File: config.mk
export PLATFORM = sky130hd
export DESIGN_NAME = nibble_serial_subtractor_flat
export DESIGN_NICKNAME = d
export VERILOG_FILES = /design/src/rtl/nibble_serial_subtractor_if.sv /design/src/rtl/nibble_serial_subtractor.sv /design/src/flat_wrapper.sv
export SDC_FILE = /design/constraint.sdc
export NUM_CORES = 1
export LEC_CHECK = 0
export ABC_AREA = 1
export CAP_MARGIN = 10
export CORE_UTILIZATION = 35
export CTS_BUF_LIST = sky130_fd_sc_hd__clkbuf_16
export DETAILED_ROUTE_END_ITERATION = 10
export PLACE_DENSITY = 0.63
export SLEW_MARGIN = 40
export SYNTH_ARGS = -nofsm -noshare
export SYNTH_HDL_FRONTEND = slang
export SYNTH_SLANG_ARGS = --single-unit
File: constraint.sdc
create_clock -name clk -period 2.2 [get_ports clk]
set_clock_uncertainty 0.1 [all_clocks]
set_input_delay 0.44 -clock clk [delete_from_list [all_inputs] [get_ports clk]]
set_output_delay 0.44 -clock clk [all_outputs]
set_load 0.01 [all_outputs]
File: src/rtl/nibble_serial_subtractor_if.sv
// Operand/result handshake bundle for the nibble-serial subtractor.
// The slave modport is the subtractor side; the master modport is the producer/consumer side.
interface nibble_serial_subtractor_if #(
    parameter int unsigned WIDTH = 16
);
    logic             in_valid;
    logic             in_ready;
    logic [WIDTH-1:0] a;
    logic [WIDTH-1:0] b;
    logic             borrow_in;
    logic             out_valid;
    logic             out_ready;
    logic [WIDTH-1:0] diff;
    logic             borrow_out;
    logic             overflow;

    modport slave (
        input  in_valid,
        input  a,
        input  b,
        input  borrow_in,
        input  out_ready,
        output in_ready,
        output out_valid,
        output diff,
        output borrow_out,
        output overflow
    );

    modport master (
        output in_valid,
        output a,
        output b,
        output borrow_in,
        output out_ready,
        input  in_ready,
        input  out_valid,
        input  diff,
        input  borrow_out,
        input  overflow
    );
endinterface

File: src/rtl/nibble_serial_subtractor.sv
// Nibble-serial subtractor: a - b - borrow_in, one 4-bit lookahead digit per clock, LSB first.
// Computed as a + ~b + ~borrow_in; borrow is the inverted carry.
// WIDTH must be a multiple of 4 and at least 4.
module nibble_serial_subtractor #(
    parameter int unsigned WIDTH = 16
) (
    input logic                        clk,
    input logic                        rst,
    nibble_serial_subtractor_if.slave  bus
);
    localparam int unsigned NumDigits = WIDTH / 4;
    localparam int unsigned CntW      = (NumDigits > 1) ? $clog2(NumDigits) : 1;
    localparam logic [CntW-1:0] LastDigit = CntW'(NumDigits - 1);

    typedef enum logic [1:0] {StIdle, StBusy, StDone} state_e;

    state_e           state_q, state_d;
    logic [WIDTH-1:0] a_q;       // minuend, shifted right one digit per BUSY cycle
    logic [WIDTH-1:0] nb_q;      // inverted subtrahend, shifted alongside a_q
    logic [WIDTH-1:0] res_q;     // sum digits enter from the MSB side
    logic             carry_q;
    logic [CntW-1:0]  cnt_q;
    logic             a_sign_q;  // operand sign bits kept for the overflow rule,
    logic             b_sign_q;  // since the shift registers lose them
    logic [WIDTH-1:0] diff_q;
    logic             borrow_q;
    logic             ovf_q;

    logic             accept;
    logic             last_digit;
    logic [3:0]       a_dig, b_dig, g, p, c, sum;
    logic             grp_g, grp_p, cout;
    logic [WIDTH+3:0] res_cat;
    logic [WIDTH-1:0] res_next;

    assign accept     = (state_q == StIdle) && bus.in_valid;
    assign last_digit = (cnt_q == LastDigit);

    // State register.
    always_ff @(posedge clk or posedge rst) begin
        if (rst) begin
            state_q <= StIdle;
        end else begin
            state_q <= state_d;
        end
    end

    // Next-state logic.
    always_comb begin
        state_d = state_q;
        unique case (state_q)
            StIdle:  if (bus.in_valid)  state_d = StBusy;
            StBusy:  if (last_digit)    state_d = StDone;
            StDone:  if (bus.out_ready) state_d = StIdle;
            default: state_d = StIdle;
        endcase
    end

    // One 4-bit lookahead slice on the current low digit; carries are flat sum-of-products.
    always_comb begin
        a_dig = a_q[3:0];
        b_dig = nb_q[3:0];
        g     = a_dig & b_dig;
        p     = a_dig | b_dig;
        c[0]  = carry_q;
        c[1]  = g[0] | (p[0] & carry_q);
        c[2]  = g[1] | (p[1] & g[0]) | (p[1] & p[0] & carry_q);
        c[3]  = g[2] | (p[2] & g[1]) | (p[2] & p[1] & g[0]) | (p[2] & p[1] & p[0] & carry_q);
        grp_g = g[3] | (p[3] & g[2]) | (p[3] & p[2] & g[1]) | (p[3] & p[2] & p[1] & g[0]);
        grp_p = &p;
        cout  = grp_g | (grp_p & carry_q);
        sum   = a_dig ^ b_dig ^ c;
        // Concatenate then drop the low digit so WIDTH=4 needs no special case.
        res_cat  = {sum, res_q};
        res_next = res_cat[WIDTH+3:4];
    end

    // Operand capture and per-digit datapath; result outputs update only on entry to DONE.
    always_ff @(posedge clk or posedge rst) begin
        if (rst) begin
            a_q      <= '0;
            nb_q     <= '0;
            res_q    <= '0;
            carry_q  <= 1'b0;
            cnt_q    <= '0;
            a_sign_q <= 1'b0;
            b_sign_q <= 1'b0;
            diff_q   <= '0;
            borrow_q <= 1'b0;
            ovf_q    <= 1'b0;
        end else if (accept) begin
            a_q      <= bus.a;
            nb_q     <= ~bus.b;
            carry_q  <= ~bus.borrow_in;
            cnt_q    <= '0;
            a_sign_q <= bus.a[WIDTH-1];
            b_sign_q <= bus.b[WIDTH-1];
        end else if (state_q == StBusy) begin
            a_q     <= a_q >> 4;
            nb_q    <= nb_q >> 4;
            res_q   <= res_next;
            carry_q <= cout;
            cnt_q   <= cnt_q + CntW'(1);
            if (last_digit) begin
                diff_q   <= res_next;
                borrow_q <= ~cout;
                ovf_q    <= (a_sign_q != b_sign_q) && (res_next[WIDTH-1] != a_sign_q);
            end
        end
    end

    assign bus.in_ready   = (state_q == StIdle);
    assign bus.out_valid  = (state_q == StDone);
    assign bus.diff       = diff_q;
    assign bus.borrow_out = borrow_q;
    assign bus.overflow   = ovf_q;

endmodule

File: src/flat_wrapper.sv
// flat-port wrapper written by rule: the top's interface ports become plain ports
module nibble_serial_subtractor_flat 
#(
    parameter int unsigned WIDTH = 16
)
  (clk, rst, bus_in_valid, bus_a, bus_b, bus_borrow_in, bus_out_ready, bus_in_ready, bus_out_valid, bus_diff, bus_borrow_out, bus_overflow);
  nibble_serial_subtractor_if #(.WIDTH(WIDTH)) bus_i ();
  input logic clk;
  input logic rst;
  input wire logic [$bits(bus_i.in_valid)-1:0] bus_in_valid;
  input wire logic [$bits(bus_i.a)-1:0] bus_a;
  input wire logic [$bits(bus_i.b)-1:0] bus_b;
  input wire logic [$bits(bus_i.borrow_in)-1:0] bus_borrow_in;
  input wire logic [$bits(bus_i.out_ready)-1:0] bus_out_ready;
  output wire logic [$bits(bus_i.in_ready)-1:0] bus_in_ready;
  output wire logic [$bits(bus_i.out_valid)-1:0] bus_out_valid;
  output wire logic [$bits(bus_i.diff)-1:0] bus_diff;
  output wire logic [$bits(bus_i.borrow_out)-1:0] bus_borrow_out;
  output wire logic [$bits(bus_i.overflow)-1:0] bus_overflow;
  assign bus_i.in_valid = bus_in_valid;
  assign bus_i.a = bus_a;
  assign bus_i.b = bus_b;
  assign bus_i.borrow_in = bus_borrow_in;
  assign bus_i.out_ready = bus_out_ready;
  assign bus_in_ready = bus_i.in_ready;
  assign bus_out_valid = bus_i.out_valid;
  assign bus_diff = bus_i.diff;
  assign bus_borrow_out = bus_i.borrow_out;
  assign bus_overflow = bus_i.overflow;
  nibble_serial_subtractor #(.WIDTH(WIDTH)) u_core (.clk(clk), .rst(rst), .bus(bus_i));
endmodule
==> results by group <==
Placed design
  • Placed inst area: 0.00375 sq mm
  • Post-DP HPWL: 4280 microns
  • Place WS: between 0.4 and 0.5 ns
  • IO Port Bufs: 56
  • Placer Congestion: between 0.7 and 0.8

Clock tree
  • CTS H-tree lvls: 3
  • Worst-case clock buffer depth: 2
  • TritonCTS clock tree: done
  • Worst-path clk slew: 0.06 ns
  • CTS sink cnt: 69
  • Skew-Pair Late Insertion Delay: 0.32 ns
  • Root Driver: clkbuf_16
  • Post-CTS Resized: 0
  • Setup bufs post-CTS: 0
  • Hold-fix buffers, CTS: 0
  • Number of CTS-inserted buffers: 9

Detailed routing
  • Initial DRC Count: between 80 and 90
  • Drt pass-1 iters: 4
  • Routed WL: 6170 microns
  • # DRC: 0
  • DRT antenna net count: 0
  • Routed vias: 2233
  • Wire length per cell: around 13 microns
  • Vias per cell: 4.66

Global routing
  • Largest net degree at the start of global routing: 70
  • Grt total ovfl: 0
  • Vias in the first global route: 2352
  • First-pass GRT wire length: around 11000 microns
  • Overall Global Routing Usage: 15.9%
  • Initial antenna violation count: 0

Finish
  • Commonest cells after routing, fill and taps aside: nand2_1, dfrtp_1, clkdlybuf4s50_1
  • # diodes: 0
  • Commonest non-fill, non-tap cell in the layout: nand2_1
  • Area occupied by multi-input gates: 0.00106 sq mm
  • Fillcell total: 773
  • End-of-flow core utilization: 48.3%
  • Layout area overhead: 31.8%
  • Sequential Area: 0.00173 sq mm
  • Finished Cell Area: between 0.004 and 0.005 sq mm
  • Final layout net count: 416
  • Share of cells above drive strength 1: 10.2%

Yosys
  • Syn Nets: approximately 360
  • Post-Synth Adder-Cell Area: 4.36%
  • Mean area per synthesized cell: about 9.9 sq um
  • Register area share after synthesis: 56.8%
  • Synthesized cell area: 0.00304 sq mm
  • Post-synth top area cell: dfrtp_1
  • Area contributors post-synth: dfrtp_1, nand2_1, inv_1, o221ai_2, ha_1
  • Synth Area in Simple Gates: a little over an eighth
  • Largest family of logic cells by synthesized area: compound AO/OA/AOI/OAI gates
  • Synth Area in Compound Gates: 16.4%
  • Post-synthesis register bit count: 69
  • Synth unique cells: 27
  • Syn Inst Count: 308
  • XOR/XNOR share of the synthesized area: less than 1%
  • Synth warn: 0
  • Multiplexer area fraction after synthesis: 0%
  • Area share of the largest cell type after synthesis: 56.8%

STA
  • Fin Setup TNS: 0 ns
  • Endpoints failing hold: 0
  • Actual slew at the worst max-slew pin: about 0.38 ns
  • Final Max Tran Viols: 0
  • Relative slew slack: 74.3%
  • FMAX: a little over 500 MHz
  • Tcrit/Tclk final: between 80 and 90%
  • Worst setup margin: roughly 0.23 ns
  • Tmin final: 1.97 ns
  • Final setup fails: 0
  • RSZ-0062 raised after global routing: no

Critical path
  • Critical path type: register to output pin
  • Largest stage delay, worst path: 0.54 ns
  • Crit-path max FO: 4
  • Crit end category: output pin
  • Worst Setup Start Kind: register
  • Required @ worst endpoint: 1.66 ns
  • Crit path cell chain: nor2_2 -> clkdlybuf4s50_1
  • Slowest cell on the critical path: clkdlybuf4s50_1
  • R2R cell count: 5
  • Critical path arrival: around 1.4 ns

Power and ir drop
  • Pwr Density: 1520 mW/mm^2
  • Reg power frac: 35.3%
  • Int Pwr: 3.78 mW
  • Power share of the combinational group: 44.2%
  • Net Switching: ~2.3 mW
  • Switching Share: between 30% and 40%
  • Leak: 1.85 nW
  • VDD IR-drop max: 0.514 mV
  • Clk pwr share: 20.5%
  • Tot Pwr: just over 6 mW

Worst hold path
  • Min-Delay Path Class: register to register
  • Hold path cells: 2

Die
  • Initial core utilization: 36.6%
  • I/O Pins: 57
  • Die Width: between 90 and 100 microns
  • Std cell rows: 33
  • Die height: 95.2 microns
  • Core area: 0.00830 sq mm
  • Die ar.: about 0.0091 sq mm

Job
  • Maxcap violations: 0

Outcome
  • Status: finished clean
-- sequential cells by signal (all words and copies together) (netlist names) --
register,count
u_core.b_sign_q,1
u_core.state_q,2
u_core.bus.overflow,1
u_core.cnt_q,2
u_core.a_q,16
u_core.a_sign_q,1
u_core.carry_q,1
u_core.res_q,12
u_core.bus.borrow_out,1
u_core.bus.diff,16
u_core.nb_q,16
-- cells in the mapped netlist --
| library cell | number |
|---|---|
| o22ai_1 | 5 |
| nand3b_1 | 1 |
| dfrtp_1 | 69 |
| buf_4 | 1 |
| nand2_1 | 86 |
| o21ai_1 | 8 |
| nor2_2 | 1 |
| buf_2 | 8 |
| ha_1 | 9 |
| xnor2_1 | 2 |
| o31ai_1 | 1 |
| nor2_1 | 5 |
| nand2_2 | 2 |
| buf_6 | 2 |
| nand2_4 | 1 |
| inv_2 | 2 |
| a21oi_1 | 2 |
| fa_1 | 1 |
| o21ai_0 | 22 |
| o211ai_1 | 2 |
| o221ai_2 | 11 |
| clkbuf_1 | 2 |
| inv_1 | 45 |
| o21bai_1 | 2 |
| nand3_1 | 6 |
| o221ai_1 | 11 |
| a22o_1 | 1 |
-- worst max-delay path: cells and delay by family (launching register included) --
kind          cells  cell delay, ns
buf+inv           1            0.54
flops             1            0.41
simple gates      1            0.15
-- path summary, 6_finish.rpt --
kind                                                         to                            from  slack [ns]
min in group asynchronous           u_core.nb_q[13]$_DFFE_PP0P_                             rst        0.46
max in group asynchronous             u_core.a_q[1]$_DFFE_PP0P_                             rst        1.25
worst min register to register   u_core.bus.diff[0]$_DFFE_PP0P_  u_core.bus.diff[0]$_DFFE_PP0P_        0.38
worst max-delay path                               bus_in_ready   u_core.state_q[0]$_DFFE_PP0P_        0.23
worst max register to register  u_core.bus.overflow$_DFFE_PP0P_     u_core.cnt_q[0]$_DFFE_PP0P_        0.64
worst min-delay path             u_core.bus.diff[0]$_DFFE_PP0P_  u_core.bus.diff[0]$_DFFE_PP0P_        0.38
-- final cells by class --
| cell class | count | area share (%) |
|---|---|---|
| Sequential cell | 69 | 43.1 |
| Multi-Input combinational cell | 179 | 26.4 |
| Timing Repair Buffer | 63 | 16.2 |
| Clock buffer | 9 | 5.62 |
| Inverter | 47 | 4.50 |
| Tap cell | 105 | 3.28 |
| Clock inverter | 7 | 0.843 |
-- per-stage QoR --
step | hold slack [ns] | instances
2_1_floorplan | 0.342 | 308
3_3_place_gp | 0.353 | 463
3_5_place_dp | 0.367 | 463
4_1_cts | 0.382 | 479
5_1_grt | 0.389 | 479
6_report | 0.376 | 479
-- per-layer routing --
metal  global-route usage (%)  routed length (microns)
met3                     3.35                      274
met1                     21.5                     3000
met2                     24.8                     2810
met5                        0                        0
met4                     6.57                       93
-- power by group through the flow --
stage               combinational (mW)  clock (mW)  sequential (mW)
global route                      3.06        1.35             2.22
CTS                               2.74        1.28             2.16
global placement                  2.63           0             2.15
floorplan                         1.82           0             2.17
finish                            2.69        1.25             2.15
detailed placement                2.71           0             2.17
-- cells by family after synthesis --
| logic type | count (synthesis) |
|---|---|
| flops | 69 |
| fa+ha+maj | 10 |
| buf+inv | 60 |
| simple gates | 102 |
| compound gates | 65 |
| xor+xnor | 2 |
Power figures use the tool's default switching activity.
==> edit 1: new RTL, config.mk and constraints unchanged <==
`WIDTH` is set to 16 in 3 places; all go to 32.
--- a/src/rtl/nibble_serial_subtractor_if.sv
+++ b/src/rtl/nibble_serial_subtractor_if.sv
@@ -1,7 +1,7 @@
 // Operand/result handshake bundle for the nibble-serial subtractor.
 // The slave modport is the subtractor side; the master modport is the producer/consumer side.
 interface nibble_serial_subtractor_if #(
-    parameter int unsigned WIDTH = 16
+    parameter int unsigned WIDTH = 32
 );
     logic             in_valid;
     logic             in_ready;
--- a/src/rtl/nibble_serial_subtractor.sv
+++ b/src/rtl/nibble_serial_subtractor.sv
@@ -2,7 +2,7 @@
 // Computed as a + ~b + ~borrow_in; borrow is the inverted carry.
 // WIDTH must be a multiple of 4 and at least 4.
 module nibble_serial_subtractor #(
-    parameter int unsigned WIDTH = 16
+    parameter int unsigned WIDTH = 32
 ) (
     input logic                        clk,
     input logic                        rst,
--- a/src/flat_wrapper.sv
+++ b/src/flat_wrapper.sv
@@ -1,7 +1,7 @@
 // flat-port wrapper written by rule: the top's interface ports become plain ports
 module nibble_serial_subtractor_flat 
 #(
-    parameter int unsigned WIDTH = 16
+    parameter int unsigned WIDTH = 32
 )
   (clk, rst, bus_in_valid, bus_a, bus_b, bus_borrow_in, bus_out_ready, bus_in_ready, bus_out_valid, bus_diff, bus_borrow_out, bus_overflow);
   nibble_serial_subtractor_if #(.WIDTH(WIDTH)) bus_i ();
Ports: changed (resized bus_a, bus_b and bus_diff); port bits go from 57 to 105. No check against the original RTL was run, so the function may have changed too.
==> edit 1 against the unedited design <==
- total power grew 84%
- largest cell class unchanged
- design area increased by 88%
- combinational power is 58% higher
- setup slack lost 0.17 ns
- area after synthesis is 88% higher
- routed wire length up 100%
- sequential cell count rose by 65
- first-iteration DRC count rose to 3.8 times the old value
- critical path type unchanged
==> edit 1: results (changes against the unedited design) <==
| Metric | Value |
|---|---|
| Met1 wire length | 5780 microns (+93%) |
| Layout cells sized above 1 | 0.0982 (-0.00336) |
| Routed length per instance | 14.0 microns (+8.5%) |
| R2r setup slk | 0.57 ns (-0.07 ns) |
| Largest net degree at the start of global routing | 80 (+14%) |
| I/O Buffers | 104 (+86%) |
| Syn_nets | 649 (+83%) |
| Actual slew at the worst max-slew pin | 0.495 ns (+0.111 ns) |
| Synth area leaders | dfrtp_1 (59%), nand2_1 (11%), o221ai_1 (5.2%), inv_1 (4.9%), o211ai_2 (4.4%) |
| Pre-CTS setup slack | 0.339 ns (-0.114 ns) |
| Post-DP HPWL | 8500 microns (+98%) |
| Adder-Cell Fraction of Synth Area | 0.0254 (-0.0182) |
| TritonCTS Buffers | 17 (+8) |
| WL met2 | 5910 microns (+110%) |
| Synth Area in Compound Gates | 0.170 (+0.00555) |
| Seq/Total Area, Yosys | 0.588 (+0.0198) |
| Outcome | complete, no violations |
| Met3 Wirelength | 598 microns (+120%) |
| Fin nets | 749 (+80%) |
| Initial antenna violation count | 1 (+1) |
| First-pass GRT wire length | 20800 microns (+88%) |
| Top FF cell, synth | dfrtp_1 |
| Cells on worst reg2reg path | 6 (+1) |
| Met2 Use GR | 0.255 (+0.00690) |
| Vias | 4228 (+89%) |
| Uppermost routed layer | met5 |
| M3 GR Usage | 0.0446 (+0.0111) |
| Leakage | 3.46 nW (+87%) |
| Max rail drop VDD | 706 uV (+37%) |
| Fmax | 0.469 GHz (-7.8%) |
| R2R Path End | u_core.bus.diff[17] |
| Total track usage | 0.163 (+0.00380) |
| # placed instances | 866 (+87%) |
| Post-synth top cells | nand2_1 (166), dfrtp_1 (134), inv_1 (74) |
| Initial DRC Count | 322 (+280%) |
| Number of global-route vias before repair | 4298 (+83%) |
| Data arrival time of the worst path | 1.59 ns (+0.16 ns) |
| Min-Delay Endpoint | u_core.bus.diff[2] |
| Cells after Synth | 569 (+85%) |
| Met1 usage | 0.213 (-0.00225) |
| Vias/cell | 4.71 (+1.0%) |
| CP top delay family | buffers and inverters |
| Worst-path clk slew | 0.05 ns |
| Crit path to | bus_in_ready |
| Synth unique cells | 29 (+7.4%) |
| Post-synthesis xor/xnor area fraction | 0.00307 (-0.00269) |
| Latest clock arrival within the worst-skew pair | 0.42 ns (+0.10 ns) |
| CTS resizes | 1 (+1) |
[edit 1: changes by cell type after synthesis, sizes merged, moves of 4 or more]
cell | unedited run | this run
nand2 | 89 | 170
clkbuf | 2 | 6
inv | 47 | 77
o21ai | 30 | 61
o211ai | 2 | 20
buf | 11 | 25
dfrtp | 69 | 134
o221ai | 22 | 36
[edit 1: final cells by class]
type,count,area [sq um]
Fill cell,1448,8340
Sequential cell,134,3350
Multi-Input combinational cell,327,1860
Timing Repair Buffer,112,1160
Clock buffer,17,425
Inverter,77,295
Tap cell,216,270
Clock inverter,15,168
[edit 1: through the flow]
stage | cell area (sq um) | hold slack [ns] | setup TNS [ns]
floorplan | 5710 | 0.342 | -0.693
detailed placement | 6940 | 0.362 | 0
global placement | 6940 | 0.357 | 0
CTS | 7540 | 0.377 | 0
global route | 7540 | 0.396 | 0
finish | 7540 | 0.373 | 0
[edit 1: where the power goes]
part,internal [mW],switching [mW],leakage [nW]
sequential,3.56,0.522,1.70
clock,1.86,0.997,0.299
combinational,1.83,2.43,1.45
==> edit 2: new RTL, same flow settings <==
Without the edit above. Encoding of `state_e`: now one-hot (3 bits for 3 states).
--- a/src/rtl/nibble_serial_subtractor.sv
+++ b/src/rtl/nibble_serial_subtractor.sv
@@ -12,7 +12,7 @@
     localparam int unsigned CntW      = (NumDigits > 1) ? $clog2(NumDigits) : 1;
     localparam logic [CntW-1:0] LastDigit = CntW'(NumDigits - 1);
 
-    typedef enum logic [1:0] {StIdle, StBusy, StDone} state_e;
+    typedef enum logic [2:0] {StIdle = 3'b001, StBusy = 3'b010, StDone = 3'b100} state_e;
 
     state_e           state_q, state_d;
     logic [WIDTH-1:0] a_q;       // minuend, shifted right one digit per BUSY cycle
Formal check against the unedited RTL: no difference found for any inputs over 10 cycles, from zero or initial values and one cycle with rst high; not proved beyond that.
==> edit 2 against the unedited design <==
- register-to-register slack got worse by 0.19 ns
- non-clock buffer count increased by 1
- combinational power decreased by 25%
- area after synthesis increased by 2.2%
- routed wire length increased by 2.0%
- first-iteration DRC count increased by 17%
- design area increased by 2.4%
- sequential power decreased by 5%
- sequential cell count increased by 1
- count of clock-buffer cells in the layout unchanged
- sequential share of layout area decreased by 0.37 points
- total power decreased by 10%
- setup slack got worse by 0.074 ns
- highest routed layer unchanged
==> edit 2: results (changes against the unedited design) <==
| Metric | Value |
|---|---|
| Outcome | complete, no violations |
| # placed instances | 474 (+2.4%) |
| Syn_nets | 364 (+2.5%) |
| Total track usage | 0.156 (-0.00361) |
| Vias/cell | 4.63 (-0.58%) |
| Post-DP HPWL | 4280 microns (-0.13%) |
| Post-synth top cells | nand2_1 (85), dfrtp_1 (69), inv_1 (45) |
| Leakage | 1.92 nW (+3.9%) |
| Non-Filler Instances | 490 (+2.3%) |
| Crit path largest cell delay | 0.56 ns (+0.02 ns) |
| GPL Wtd Cong | 0.805 (+14%) |
| Data arrival time of the worst path | 1.50 ns (+0.07 ns) |
| Synth Cell Area | 0.00311 sq mm (+2.2%) |
| Fin nets | 424 (+1.9%) |
| Routed length per instance | 12.8 microns (-0.30%) |
| Synth area leaders | dfrtp_1 (56%), nand2_1 (10%), inv_1 (5.4%), o221ai_1 (4.8%), o21ai_0 (4.7%) |
| Crit path to | bus_out_valid |
| Reg2reg start | u_core.state_q[0] |
| Synth unique cells | 31 (+15%) |
| CP startpoint | u_core.state_q[1] |
| Cells after Synth | 317 (+2.9%) |
| Layout cells sized above 1 | 0.107 (+0.00573) |
| R2r setup slk | 0.45 ns (-0.19 ns) |
| First-pass GRT wire length | 10600 microns (-4.2%) |
| Seq/Total Area, Yosys | 0.564 (-0.00390) |
| Largest net degree at the start of global routing | 71 (+1.4%) |
==> edit 2: kinds of logic (layout without fill, tap and decap cells) <==
logic type,Yosys count,count (layout),synth area share
flops,70,70,0.564
compound gates,61,61,0.145
mux,2,2,0.00644
buf+inv,62,127,0.0874
simple gates,110,110,0.149
fa+ha+maj,10,10,0.0427
xor+xnor,2,2,0.00564
==> edit 2: final cells by class <==
cell class                 instances  area, sq um
tap                              108          135
clock inverter                     7         65.1
clock buffer                       9          225
inverter                          47          180
sequential                        70         1750
multi-input combinational        185         1090
timing repair buffer              64          657
fill                             822         4530
==> edit 2: tightest hold or removal path: cells and delay by family, from the launching register on <==
family	cells	cell delay [ns]
flops	1	0.34
simple gates	2	0.10
==> edit 2: layer usage <==
layer  routed length (microns)  track usage  up-vias  part of all wire
met5                         0            0        -                 0
li1                          -            -     1156                 -
met2                      2830        0.238       55              0.45
met3                       290       0.0506        8             0.046
met1                      3080        0.206     1052              0.49
met4                        87       0.0560        0             0.014
==> edit 2: per-stage QoR <==
step | setup slack, ns | area, sq um
after floorplan | 0.640 | 3110
after global placement | 0.344 | 3810
after detailed placement | 0.329 | 3810
after CTS | 0.0824 | 4100
after global routing | 0.0895 | 4100
final | 0.160 | 4100
==> edit 2: what timing repair did <==
action	in CTS	in global routing
gates resized for setup	1	1
setup endpoints to repair	1	1
endpoints found under the hold margin	0	0
hold buffers	0	0
==> edit 2: power breakdown <==
| part | internal [mW] | total (mW) | switching (mW) |
|---|---|---|---|
| Sequential | 1.81 | 2.05 | 0.243 |
| Combinational | 0.885 | 2.02 | 1.14 |
| Clock | 0.868 | 1.39 | 0.526 |
==> edit 2: how the worst min path moves through the flow <==
| stage | startpoint | endpoint | slack (ns) | cells after the start |
|---|---|---|---|---|
| 2_1_floorplan | u_core.res_q[4] | u_core.bus.diff[0] | 0.34 | 2 |
| 6_report | u_core.res_q[4] | u_core.bus.diff[0] | 0.38 | 2 |
| 3_3_place_gp | u_core.res_q[4] | u_core.bus.diff[0] | 0.35 | 2 |
| 3_5_place_dp | u_core.res_q[4] | u_core.bus.diff[0] | 0.36 | 2 |
| 5_1_grt | u_core.cnt_q[0] | u_core.cnt_q[0] | 0.41 | 1 |
| 4_1_cts | u_core.res_q[4] | u_core.bus.diff[0] | 0.38 | 2 |
